`src/rtl/peri_stream_responder.sv`:
```
`timescale 1ns/1ps
`default_nettype none
// ============================================================================
// Module   : peri_stream_responder
// Brief    : Memory-mapped peripheral that buffers words in a FIFO and streams
//            LEN of them out as a valid/ready job.
// Revision : 1.0
// ============================================================================
module peri_stream_responder #(
    parameter logic [15:0] BASE  = 16'h0100,
    parameter int          DEPTH = 8
) (
    input  logic        clk,
    input  logic        rst_n,
    input  logic        peri_web,
    input  logic        peri_oeb,
    input  logic [15:0] peri_addr,
    input  logic [15:0] peri_datao,
    output logic [15:0] peri_datai,
    output logic        vec_valid,
    output logic [15:0] vec_data,
    output logic        vec_last,
    input  logic        vec_ready,
    output logic        busy
);

    localparam int c_PTR_W = $clog2(DEPTH);
    localparam int c_CNT_W = $clog2(DEPTH + 1);
    localparam logic [c_CNT_W-1:0] c_FULL = c_CNT_W'(DEPTH);

    typedef enum logic [0:0] {
        S_IDLE = 1'b0,
        S_RUN  = 1'b1
    } state_t;

    state_t               r_state;
    logic [15:0]          r_len;
    logic [15:0]          r_remaining;
    logic                 r_done;
    logic                 r_ovf;
    logic [15:0]          r_datai;
    logic [15:0]          r_mem [DEPTH];
    logic [c_PTR_W-1:0]   r_wr_ptr;
    logic [c_PTR_W-1:0]   r_rd_ptr;
    logic [c_CNT_W-1:0]   r_count;

    logic [15:0] w_offset;
    logic        w_in_win;
    logic        w_wr;
    logic        w_wr_ctrl;
    logic        w_wr_len;
    logic        w_wr_status;
    logic        w_wr_data;
    logic        w_start;
    logic        w_abort;
    logic        w_flush;
    logic        w_full;
    logic        w_pop;
    logic        w_push;
    logic        w_drop;
    logic        w_launch;
    logic        w_done_set;
    logic        w_done_clr;
    logic [3:0]  w_cnt4;
    logic [15:0] w_status;
    logic [15:0] w_rd_data;

    // Window check is done on the offset so a BASE near the top of the
    // address space cannot wrap around into low addresses.
    assign w_offset    = peri_addr - BASE;
    assign w_in_win    = (peri_addr >= BASE) && (w_offset < 16'd4);
    assign w_wr        = !peri_web && w_in_win;
    assign w_wr_ctrl   = w_wr && (w_offset[1:0] == 2'd0);
    assign w_wr_len    = w_wr && (w_offset[1:0] == 2'd1);
    assign w_wr_status = w_wr && (w_offset[1:0] == 2'd2);
    assign w_wr_data   = w_wr && (w_offset[1:0] == 2'd3);

    assign w_start = w_wr_ctrl && peri_datao[0];
    assign w_abort = w_wr_ctrl && peri_datao[1];
    assign w_flush = (w_wr_ctrl && peri_datao[2]) || w_abort;

    assign w_full = (r_count == c_FULL);
    assign w_pop  = vec_valid && vec_ready;
    // A pop in the same cycle frees the slot, so a push at full still lands.
    assign w_push = w_wr_data && (!w_full || w_pop);
    assign w_drop = w_wr_data && w_full && !w_pop;

    assign w_launch   = (r_state == S_IDLE) && w_start && !w_abort && (r_len != 16'd0);
    assign w_done_set = ((r_state == S_IDLE) && w_start && !w_abort && (r_len == 16'd0))
                     || ((r_state == S_RUN) && w_pop && !w_abort && (r_remaining == 16'd1));
    assign w_done_clr = (w_wr_status && peri_datao[1]) || w_launch;

    assign w_cnt4   = 4'(r_count);
    assign w_status = {9'b0, w_cnt4, r_ovf, r_done, busy};

    always_comb begin
        w_rd_data = 16'h0000;
        if (w_in_win) begin
            case (w_offset[1:0])
                2'd1:    w_rd_data = r_len;
                2'd2:    w_rd_data = w_status;
                default: w_rd_data = 16'h0000;
            endcase
        end
    end

    always_ff @(posedge clk) begin
        if (w_push) begin
            r_mem[r_wr_ptr] <= peri_datao;
        end
    end

    always_ff @(posedge clk or negedge rst_n) begin
        if (!rst_n) begin
            r_wr_ptr <= '0;
            r_rd_ptr <= '0;
            r_count  <= '0;
        end else if (w_flush) begin
            r_wr_ptr <= '0;
            r_rd_ptr <= '0;
            r_count  <= '0;
        end else begin
            if (w_push) begin
                r_wr_ptr <= r_wr_ptr + c_PTR_W'(1);
            end
            if (w_pop) begin
                r_rd_ptr <= r_rd_ptr + c_PTR_W'(1);
            end
            case ({w_push, w_pop})
                2'b10:   r_count <= r_count + c_CNT_W'(1);
                2'b01:   r_count <= r_count - c_CNT_W'(1);
                default: r_count <= r_count;
            endcase
        end
    end

    always_ff @(posedge clk or negedge rst_n) begin
        if (!rst_n) begin
            r_state     <= S_IDLE;
            r_len       <= 16'h0000;
            r_remaining <= 16'h0000;
            r_done      <= 1'b0;
            r_ovf       <= 1'b0;
            r_datai     <= 16'h0000;
        end else begin
            // Registers still hold pre-write values here, giving read-before-write.
            if (!peri_oeb) begin
                r_datai <= w_rd_data;
            end
            if (w_wr_len) begin
                r_len <= peri_datao;
            end
            if (w_drop) begin
                r_ovf <= 1'b1;
            end else if (w_wr_status && peri_datao[2]) begin
                r_ovf <= 1'b0;
            end
            if (w_done_set) begin
                r_done <= 1'b1;
            end else if (w_done_clr) begin
                r_done <= 1'b0;
            end

            case (r_state)
                S_IDLE: begin
                    if (w_launch) begin
                        r_remaining <= r_len;
                        r_state     <= S_RUN;
                    end
                end
                S_RUN: begin
                    if (w_abort) begin
                        r_state <= S_IDLE;
                    end else if (w_pop) begin
                        r_remaining <= r_remaining - 16'd1;
                        if (r_remaining == 16'd1) begin
                            r_state <= S_IDLE;
                        end
                    end
                end
                default: r_state <= S_IDLE;
            endcase
        end
    end

    assign busy       = (r_state == S_RUN);
    assign vec_valid  = busy && (r_count != '0);
    assign vec_data   = vec_valid ? r_mem[r_rd_ptr] : 16'h0000;
    assign vec_last   = vec_valid && (r_remaining == 16'd1);
    assign peri_datai = r_datai;

endmodule
`default_nettype wire

```
`config.mk`:
```
export PLATFORM = sky130hd
export DESIGN_NAME = peri_stream_responder
export DESIGN_NICKNAME = d
export VERILOG_FILES = /design/src/rtl/peri_stream_responder.sv
export SDC_FILE = /design/constraint.sdc
export NUM_CORES = 1
export LEC_CHECK = 0
export BUFFER_PORTS_ARGS = -buffer_cell sky130_fd_sc_hd__buf_2
export CORE_MARGIN = 3
export CORE_UTILIZATION = 64
export CTS_CLUSTER_DIAMETER = 80
export CTS_CLUSTER_SIZE = 14
export DETAILED_ROUTE_END_ITERATION = 8
export GPL_ROUTABILITY_DRIVEN = 0
export GPL_TIMING_DRIVEN = 0
export PLACE_DENSITY = 0.94
export SYNTH_ARGS = -nofsm -noshare
export SYNTH_HDL_FRONTEND = slang
export SYNTH_SLANG_ARGS = --single-unit
```
`constraint.sdc`:
```
create_clock -name clk -period 6 [get_ports clk]
set_input_delay 0.6 -clock clk [delete_from_list [all_inputs] [get_ports clk]]
set_output_delay 0.6 -clock clk [all_outputs]
set_load 0.01 [all_outputs]
```
==> flow_summary.yaml, run 1 <==
logic_synthesis:
  synth-seq-area-share_pct: 66.30
  syn-cell-area_um2: 8100
  synth_cell_types: 57
  syn_avg_cell_area_um2: 15.40
  synth_edf_count: 128
  ys.flop_type: "edfxtp_1"
  ys_seq_elements: 189
  syn_inst: 526
  ys_warn_count: 0
  async_flop_share_pct: 32.28
  synthesis.nets: 572
pwr:
  peakVddDrop_mv: 0.1377
  p_leak_nw: 3.566
  pwr-share-comb_pct: 1.8
  power.share.clock_pct: 44.1
  power.share.switching_pct: 19.69
  power.density_nw_per_um2: 274.0
  p_seq_share_pct: 54.1
  power.switching_mw: 0.5074
  p_int_mw: 2.070
clock_tree:
  clkSinkCount: 189
  ctsResizeCount: 0
  cts_tree: "built"
  root_buffer: "clkbuf_16"
  clk_latency_ns: 0.43
  clockBufferDepth: 2
  htree_num_levels: 4
  cts_hold_buf: 0
  post_cts_buffers: 0
  clk_pin_slew_ns: 0.06
  cts_made_buffers: 17
worst_setup_path:
  r2r-start: "busy$_DFF_PN0_"
  r2r_slack_ns: 3.07
  critPathMaxFanout: 10
  cp-start-kind: "register"
  path_class: "register to output port"
  critPathRequiredTime_ns: 5.40
  arrival_ns: 2.98
  startpoint: "r_count[0]$_DFFE_PN0P_"
  end_kind: "output port"
  reg2reg_depth: 6
sta:
  fin_skew_ns: 0.009225
  setup_violations: 0
  rsz0062_at_grt: "false"
  hold_viol: 0
  fin_crit_ns: 3.578
  worst_pin_slew_ns: 1.372
  fmax_mhz: 279.5
  timing.final.crit_share_pct: 59.63
  tns_ns: 0
  slew_viol_final: 0
  relSlewSlack_pct: 7.507
cells_and_area:
  area_delta_synth_final_pct: 16.13
  final_cell_mix: "edfxtp_1 (128), buf_2 (81), dfrtp_1 (61), mux4_2 (32), nor2_1 (31)"
  multi_input_area_um2: 2582
  drive_gt1_share_pct: 30.93
  seq_area_um2: 5370
  nets: 670
  layout.cells.non_filler: 806
  layout_commonest_cell: "edfxtp_1"
  fillCellCount: 705
  final_util_pct: 77.03
detailed_routing:
  first_pass_iters: 6
  met1_length_um: 7329
  top_layer_used: "met4"
  met2_length_um: 10590
  wl_um: 20080
  via_per_inst: 6.620
  wl_met3_um: 1534
  route.detailed.drc: 0
  postRouteAntennaNets: 0
  drt_iter0_drc: 604
  num_vias: 5336
  wl_per_cell_um: 24.92
die:
  core_um2: 12210
  start_util_pct: 66.33
  io_pins: 72
  die_area_um2: 14040
  die_w_um: 118.5
  die_y_um: 118.5
  rows: 40
global_route:
  grt_first_pass_wirelength_um: 31150
  grt_usage_pct: 29.70
  grt_max_degree: 62
  globalRouteOverflowTotal: 0
  antenna_found_initial: 1
  grt_pass1_vias: 5510
place:
  place_inst: 773
  port_buffers: 70
  dp_hpwl_um: 13110
job:
  maxCapViolations: 0
run_status:
  status: "complete, no violations"
min_path:
  hold_path.class: "primary input to async pin"
[power groups by stage]
stage / Sequential (mW) / Combinational, mW / Clock, mW
after global placement: 1.42 / 0.0417 / 0
after detailed placement: 1.42 / 0.0460 / 0
after floorplan: 1.42 / 0.00831 / 0
after CTS: 1.39 / 0.0466 / 1.14
final: 1.39 / 0.0464 / 1.14
after global routing: 1.39 / 0.0521 / 1.19
[worst paths after layout]
| path | endpoint |
|---|---|
| min | r_remaining[14]$_DFFE_PN0P_ |
| max reg2reg | r_mem[0][2]$_DFFE_PP_ |
| max | vec_data[13] |
| min in group clk | r_mem[7][10]$_DFFE_PP_ |
| min reg2reg | peri_datai[5]$_DFFE_PN0N_ |
| max in group asynchronous | r_wr_ptr[2]$_DFFE_PN0P_ |
[cell usage after synthesis, types with 6 or more instances]
cell	n	area share, %
edfxtp_1	128	47
dfrtp_1	61	19
nor2_1	34	1.6
mux4_2	32	8.9
nand2_1	27	1.3
clkbuf_1	19	0.88
mux2i_1	19	2.3
mux2_2	16	2.2
nor3_1	15	0.93
buf_2	12	0.74
nand3_1	12	0.74
a22o_1	10	1.1
o21ai_0	10	0.62
ha_1	9	1.4
inv_1	9	0.42
nor4_1	9	0.70
o221a_2	9	1.3
a31oi_1	8	0.62
a21oi_1	7	0.43
a22oi_1	7	0.65
nand4_1	6	0.46
[through the flow]
step           area [um2]  hold slack [ns]  setup slack, ns  power, mW
5_1_grt              9407           0.2953            2.228      2.638
2_1_floorplan        8100           0.3044            2.343      1.430
6_report             9407           0.2431            2.422      2.577
3_3_place_gp         8661           0.4738           0.9103      1.463
3_5_place_dp         8803           0.4821            2.429      1.467
4_1_cts              9402           0.4362            2.425      2.582
[cells by family (layout without fill, tap and decap cells)]
| group | Yosys count | after routing | share of synthesized area [%] |
|---|---|---|---|
| and+or+nand+nor | 131 | 131 | 8.125 |
| muxes | 67 | 67 | 13.47 |
| adders and majority gates | 9 | 9 | 1.390 |
| AOI/OAI and AO/OA | 81 | 81 | 7.832 |
| other | 0 | 1 | 0 |
| xor gates and xnor gates | 6 | 6 | 0.6487 |
| DFF | 189 | 189 | 66.30 |
| buffers and inverters | 43 | 154 | 2.240 |
[worst max-delay path, cell delays in order, from the launching register on]
cell,delay (ns)
dfrtp_1,0.38
buf_2,0.17
o41ai_2,1.18
clkbuf_1,0.50
nor2_1,0.15
buf_2,0.17
[area by class of cell]
class | count | area share, %
Clock inverter | 9 | 1.144
Inverter | 9 | 0.3591
Antenna cell | 1 | 0.02660
Tap cell | 168 | 2.235
Timing Repair Buffer | 79 | 4.908
Clock buffer | 23 | 5.214
Multi-Input combinational cell | 294 | 27.45
Buffer | 34 | 1.570
Sequential cell | 189 | 57.09
[registers in the layout, summed over array words and instances, names as in the netlist, 3 cells and up]
register / flops
r_mem: 128
peri_datai: 16
r_len: 16
r_remaining: 16
r_count: 4
r_rd_ptr: 3
r_wr_ptr: 3
[layer usage]
layer	track usage, %	up-vias
met1	37.15	2673
met4	12.09	0
met2	51.27	336
met5	0	-
met3	5.933	51
li1	-	2276
Power figures use the tool's default switching activity.
==> run 2, diff against run 1 <==
--- a/config.mk
+++ b/config.mk
@@ -7,13 +7,13 @@
 export LEC_CHECK = 0
 export BUFFER_PORTS_ARGS = -buffer_cell sky130_fd_sc_hd__buf_2
 export CORE_MARGIN = 3
-export CORE_UTILIZATION = 64
+export CORE_UTILIZATION = 59
 export CTS_CLUSTER_DIAMETER = 80
 export CTS_CLUSTER_SIZE = 14
 export DETAILED_ROUTE_END_ITERATION = 8
 export GPL_ROUTABILITY_DRIVEN = 0
 export GPL_TIMING_DRIVEN = 0
-export PLACE_DENSITY = 0.94
+export PLACE_DENSITY = 0.88
 export SYNTH_ARGS = -nofsm -noshare
 export SYNTH_HDL_FRONTEND = slang
 export SYNTH_SLANG_ARGS = --single-unit
==> constraint.sdc (replaced) <==
create_clock -name clk -period 3.4 [get_ports clk]
set_input_delay 0.34 -clock clk [delete_from_list [all_inputs] [get_ports clk]]
set_output_delay 0.34 -clock clk [all_outputs]
set_load 0.01 [all_outputs]
==> flow_summary.yaml, run 2 (synthesized netlist as in run 1, its figures left out) <==
run_status:
  status: "complete, but fails checks"
  violations: "negative hold slack"
clock_tree:
  cts_tree: "built"
  clk_latency_ns: 0.43
  clk_pin_slew_ns: 0.07
  htree_num_levels: 4
  clkSinkCount: 189
  root_buffer: "clkbuf_16"
  cts_made_buffers: 17
  clockBufferDepth: 2
global_route:
  grt_pass1_vias: 5485
  grt_usage_pct: 27.15
  grt_max_degree: 62
  globalRouteOverflowTotal: 0
  antenna_found_initial: 0
  grt_first_pass_wirelength_um: 30220
pwr:
  power.density_nw_per_um2: 470.4
  peakVddDrop_mv: 0.3710
  p_seq_share_pct: 55.8
  power_mw: 4.410
  p_int_mw: 3.441
  power.share.switching_pct: 21.97
  pwr-share-comb_pct: 1.8
  power.switching_mw: 0.9688
  p_leak_nw: 3.544
  power.share.clock_pct: 42.4
sta:
  rsz0062_at_grt: "false"
  hold_viol: 24
  timing.final.crit_share_pct: 86.91
  relSlewSlack_pct: 27.32
  worst_slack_ns: 0.4449
  worst_pin_slew_ns: 1.089
  fin_crit_ns: 2.955
  fmax_mhz: 338.4
  whs_ns: -0.02798
  setup_violations: 0
  slew_viol_final: 0
  tns_ns: 0
  fin_skew_ns: 0.01088
min_path:
  hold_path.class: "primary input to async pin"
detailed_routing:
  via_per_inst: 6.541
  route.detailed.drc: 0
  first_pass_iters: 5
  num_vias: 5324
  drt_iter0_drc: 603
  wl_um: 19450
  wl_per_cell_um: 23.90
  postRouteAntennaNets: 0
die:
  core_um2: 13350
  rows: 42
  die_y_um: 123.2
  die_w_um: 123.2
  io_pins: 72
  die_area_um2: 15170
  start_util_pct: 60.69
worst_setup_path:
  r2r_slack_ns: 0.46
  reg2reg_depth: 5
  slowest_stage: "mux4_2"
  crit_chain: "clkbuf_1 -> buf_2 -> mux4_2 -> mux2i_1 -> nor2_1 -> buf_2"
  end_kind: "output port"
  arrival_ns: 2.62
  rr_endpoint: "r_mem[4][10]$_DFFE_PP_"
  cp-start-kind: "register"
  path_common_cell: "buf_2"
  path_class: "register to output port"
  critPathMaxFanout: 10
  critPathMaxStageDelay_ns: 0.57
  r2r-start: "busy$_DFF_PN0_"
  critPathRequiredTime_ns: 3.06
cells_and_area:
  layout.cells.non_filler: 814
  area_delta_synth_final_pct: 15.74
  regMostFlops: "r_mem"
  fin_area_um2: 9375
  layout_commonest_cell: "edfxtp_1"
  largest_register_ffs: 128
  final_cell_mix: "edfxtp_1 (128), buf_2 (81), dfrtp_1 (61), mux4_2 (32), nor2_1 (31)"
  final_util_pct: 70.24
  drive_gt1_share_pct: 31.55
  nets: 670
place:
  dp_worst_setup_slack_ns: 0.2656
  dp_hpwl_um: 12580
  port_buffers: 70
  place_inst: 781
  placed_cell_area_um2: 8802
job:
  maxCapViolations: 0
run 2: how the worst max path moves through the flow:
| stage | depth (start not counted) | end | from |
|---|---|---|---|
| after floorplan | 6 | r_mem[0][0]$_DFFE_PP_ | peri_addr[15] |
| after detailed placement | 8 | r_mem[4][9]$_DFFE_PP_ | peri_addr[15] |
| after CTS | 5 | vec_data[13] | r_count[0]$_DFFE_PN0P_ |
| after global routing | 6 | vec_data[7] | r_rd_ptr[0]$_DFFE_PN0P_ |
| final | 6 | vec_data[2] | r_rd_ptr[0]$_DFFE_PN0P_ |
| after global placement | 7 | r_mem[0][11]$_DFFE_PP_ | peri_addr[15] |
run 2: critical path: cells and delay by family (launching register included):
kind / cells / cell delay, ns
and+or+nand+nor: 1 / 0.07
muxes: 2 / 0.77
DFF: 1 / 0.36
buffers and inverters: 3 / 0.99
run 2: power by group through the flow:
stage,logic [mW],clock network (mW),registers [mW]
2_1_floorplan,0.0147,0,2.51
3_3_place_gp,0.0739,0,2.51
3_5_place_dp,0.0801,0,2.51
4_1_cts,0.0808,1.89,2.46
5_1_grt,0.0901,1.97,2.46
6_report,0.0807,1.87,2.46
run 2: area by class of cell:
class                           count  area (um2)
Sequential cell                   189        5370
Fill cell                         875        3973
Multi-Input combinational cell    294        2594
Timing Repair Buffer               79       450.4
Clock buffer                       17       425.4
Tap cell                          176       220.2
Buffer                             34       147.6
Clock inverter                     15       131.4
Inverter                            9       33.78
Antenna cell                        1       2.502
run 2: what timing repair did:
item                       in CTS  in global routing
buffers inserted                0                  0
hold buffers                    0                  0
resized for setup               0                  1
setup endpoints to repair       0                  2
run 2: layer usage:
metal / wire length, um / share of wire, % / GRT usage (%)
met1: 7402 / 38 / 35.42
met5: 0 / 0 / 0
met3: 1561 / 8.0 / 5.398
met4: 712 / 3.7 / 13.01
met2: 9776 / 50 / 44.24
==> run 3, diff against run 2 <==
--- a/config.mk
+++ b/config.mk
@@ -5,6 +5,7 @@
 export SDC_FILE = /design/constraint.sdc
 export NUM_CORES = 1
 export LEC_CHECK = 0
+export ABC_CLOCK_PERIOD_IN_PS = 3400
 export BUFFER_PORTS_ARGS = -buffer_cell sky130_fd_sc_hd__buf_2
 export CORE_MARGIN = 3
 export CORE_UTILIZATION = 59
@@ -14,6 +15,7 @@
 export GPL_ROUTABILITY_DRIVEN = 0
 export GPL_TIMING_DRIVEN = 0
 export PLACE_DENSITY = 0.88
+export REMOVE_ABC_BUFFERS = 1
 export SYNTH_ARGS = -nofsm -noshare
 export SYNTH_HDL_FRONTEND = slang
 export SYNTH_SLANG_ARGS = --single-unit
==> flow_summary.yaml, run 3 (synthesized netlist as in run 1, its figures left out) <==
run_status:
  violations: "negative hold slack"
  status: "complete, but fails checks"
pwr:
  power.share.switching_pct: 19.56
  p_int_mw: 3.707
  peakVddDrop_mv: 0.2819
  pwr-share-comb_pct: 1.7
  power_mw: 4.608
  power.share.clock_pct: 44.9
  power.density_nw_per_um2: 494.1
  p_seq_share_pct: 53.4
  power.switching_mw: 0.9015
  p_leak_nw: 3.496
sta:
  fin_skew_ns: 0.007172
  setup_violations: 0
  worst_pin_slew_ns: 1.138
  whs_ns: -0.02209
  fin_crit_ns: 3.191
  slew_viol_final: 0
  rsz0062_at_grt: "false"
  relSlewSlack_pct: 24.10
  tns_ns: 0
  hold_viol: 15
  fmax_mhz: 313.4
  timing.final.crit_share_pct: 93.85
clock_tree:
  clkSinkCount: 189
  cts_tree: "built"
  clk_pin_slew_ns: 0.07
  cts_made_buffers: 17
  clockBufferDepth: 2
  root_buffer: "clkbuf_16"
  ctsResizeCount: 0
  htree_num_levels: 4
  clk_latency_ns: 0.43
  post_cts_buffers: 0
  cts_hold_buf: 0
cells_and_area:
  fillCellCount: 858
  layout.cells.non_filler: 782
  drive_gt1_share_pct: 31.02
  final_cell_mix: "edfxtp_1 (128), buf_2 (70), dfrtp_1 (59), mux4_2 (32), nor2_1 (31)"
  nets: 639
  final_util_pct: 69.88
  area_delta_synth_final_pct: 15.15
  regMostFlops: "r_mem"
  diodes: 0
  layout_commonest_cell: "edfxtp_1"
  largest_register_ffs: 128
global_route:
  antenna_found_initial: 0
  grt_usage_pct: 26.58
  grt_pass1_vias: 5172
  globalRouteOverflowTotal: 0
  grt_max_degree: 62
  grt_first_pass_wirelength_um: 29170
worst_setup_path:
  reg2reg_depth: 5
  r2r-start: "busy$_DFF_PN0_"
  arrival_ns: 3.33
  end_kind: "register"
  r2r_slack_ns: 0.21
  cp-start-kind: "register"
  critPathRequiredTime_ns: 3.54
  rr_endpoint: "r_mem[3][11]$_DFFE_PP_"
  critPathMaxFanout: 16
  path_class: "register to register"
detailed_routing:
  wl_um: 18740
  route.detailed.drc: 0
  wl_per_cell_um: 23.97
  drt_iter0_drc: 582
  first_pass_iters: 6
  via_per_inst: 6.569
  num_vias: 5137
  postRouteAntennaNets: 0
die:
  start_util_pct: 60.69
  die_area_um2: 15170
  rows: 42
  io_pins: 72
  die_y_um: 123.2
  die_w_um: 123.2
  core_um2: 13350
place:
  port_buffers: 71
  place_inst: 750
  dp_hpwl_um: 11940
min_path:
  hold_path.class: "primary input to async pin"
job:
  maxCapViolations: 0
run 3: cell count changes in the layout (fill, tap and decap cells not counted), moves of 2 or more:
cell	delta
clkbuf_1	-19
dfrtp_1	-2
clkinvlp_4	-2
clkinv_4	-2
buf_8	+2
buf_2	-11
clkinv_1	+4
dfrtp_2	+2
bufinv_16	+4
buf_6	-2
inv_8	-3
run 3: worst max-delay path by stage:
stage                    from  cells after the start  slack [ns]                endpoint
6_report       busy$_DFF_PN0_                      5        0.21  r_mem[3][11]$_DFFE_PP_
5_1_grt        busy$_DFF_PN0_                      5        0.05   r_mem[4][9]$_DFFE_PP_
3_3_place_gp    peri_addr[15]                      5       -1.62   r_mem[0][9]$_DFFE_PP_
3_5_place_dp    peri_addr[11]                      6        0.22   r_mem[2][9]$_DFFE_PP_
2_1_floorplan   peri_addr[15]                      4       0.003   r_mem[0][0]$_DFFE_PP_
4_1_cts        busy$_DFF_PN0_                      5        0.27  r_mem[2][11]$_DFFE_PP_
run 3: metrics by stage:
stage	cell area [um2]	worst slack [ns]
2_1_floorplan	7953	0.002847
3_3_place_gp	8528	-1.615
3_5_place_dp	8708	0.2183
4_1_cts	9325	0.2680
5_1_grt	9328	0.04514
6_report	9328	0.2090
run 3: layout make-up:
| cell class | instances | area, um2 | area share [%] |
|---|---|---|---|
| sequential | 189 | 5373 | 57.60 |
| clock inverter | 15 | 191.4 | 2.052 |
| tap | 176 | 220.2 | 2.361 |
| multi-input combinational | 294 | 2594 | 27.81 |
| timing repair buffer | 82 | 490.5 | 5.258 |
| clock buffer | 17 | 425.4 | 4.561 |
| inverter | 9 | 33.78 | 0.3622 |
run 3: critical path, stage by stage, from the launching register on:
cell	delay, ns
dfrtp_1	0.73
nand2_1	0.23
a31oi_1	0.55
nand2_1	0.34
nor3_2	0.78
buf_6	0.26
run 3: layer usage:
layer	share of wire [%]	wire length, um	vias to the layer above	global-route usage (%)
li1	-	-	2214	-
met1	37	6961	2616	33.33
met2	54	10050	269	45.63
met3	7.1	1325	38	5.901
met4	2.2	406	0	9.965
met5	0	0	-	0
run 3: power groups by stage:
stage | clock, mW | sequential (mW) | combinational [mW]
final | 2.07 | 2.46 | 0.0791
after global routing | 2.19 | 2.46 | 0.0883
after CTS | 2.09 | 2.46 | 0.0785
after detailed placement | 0 | 2.51 | 0.0779
after global placement | 0 | 2.51 | 0.0715
after floorplan | 0 | 2.51 | 0.0106
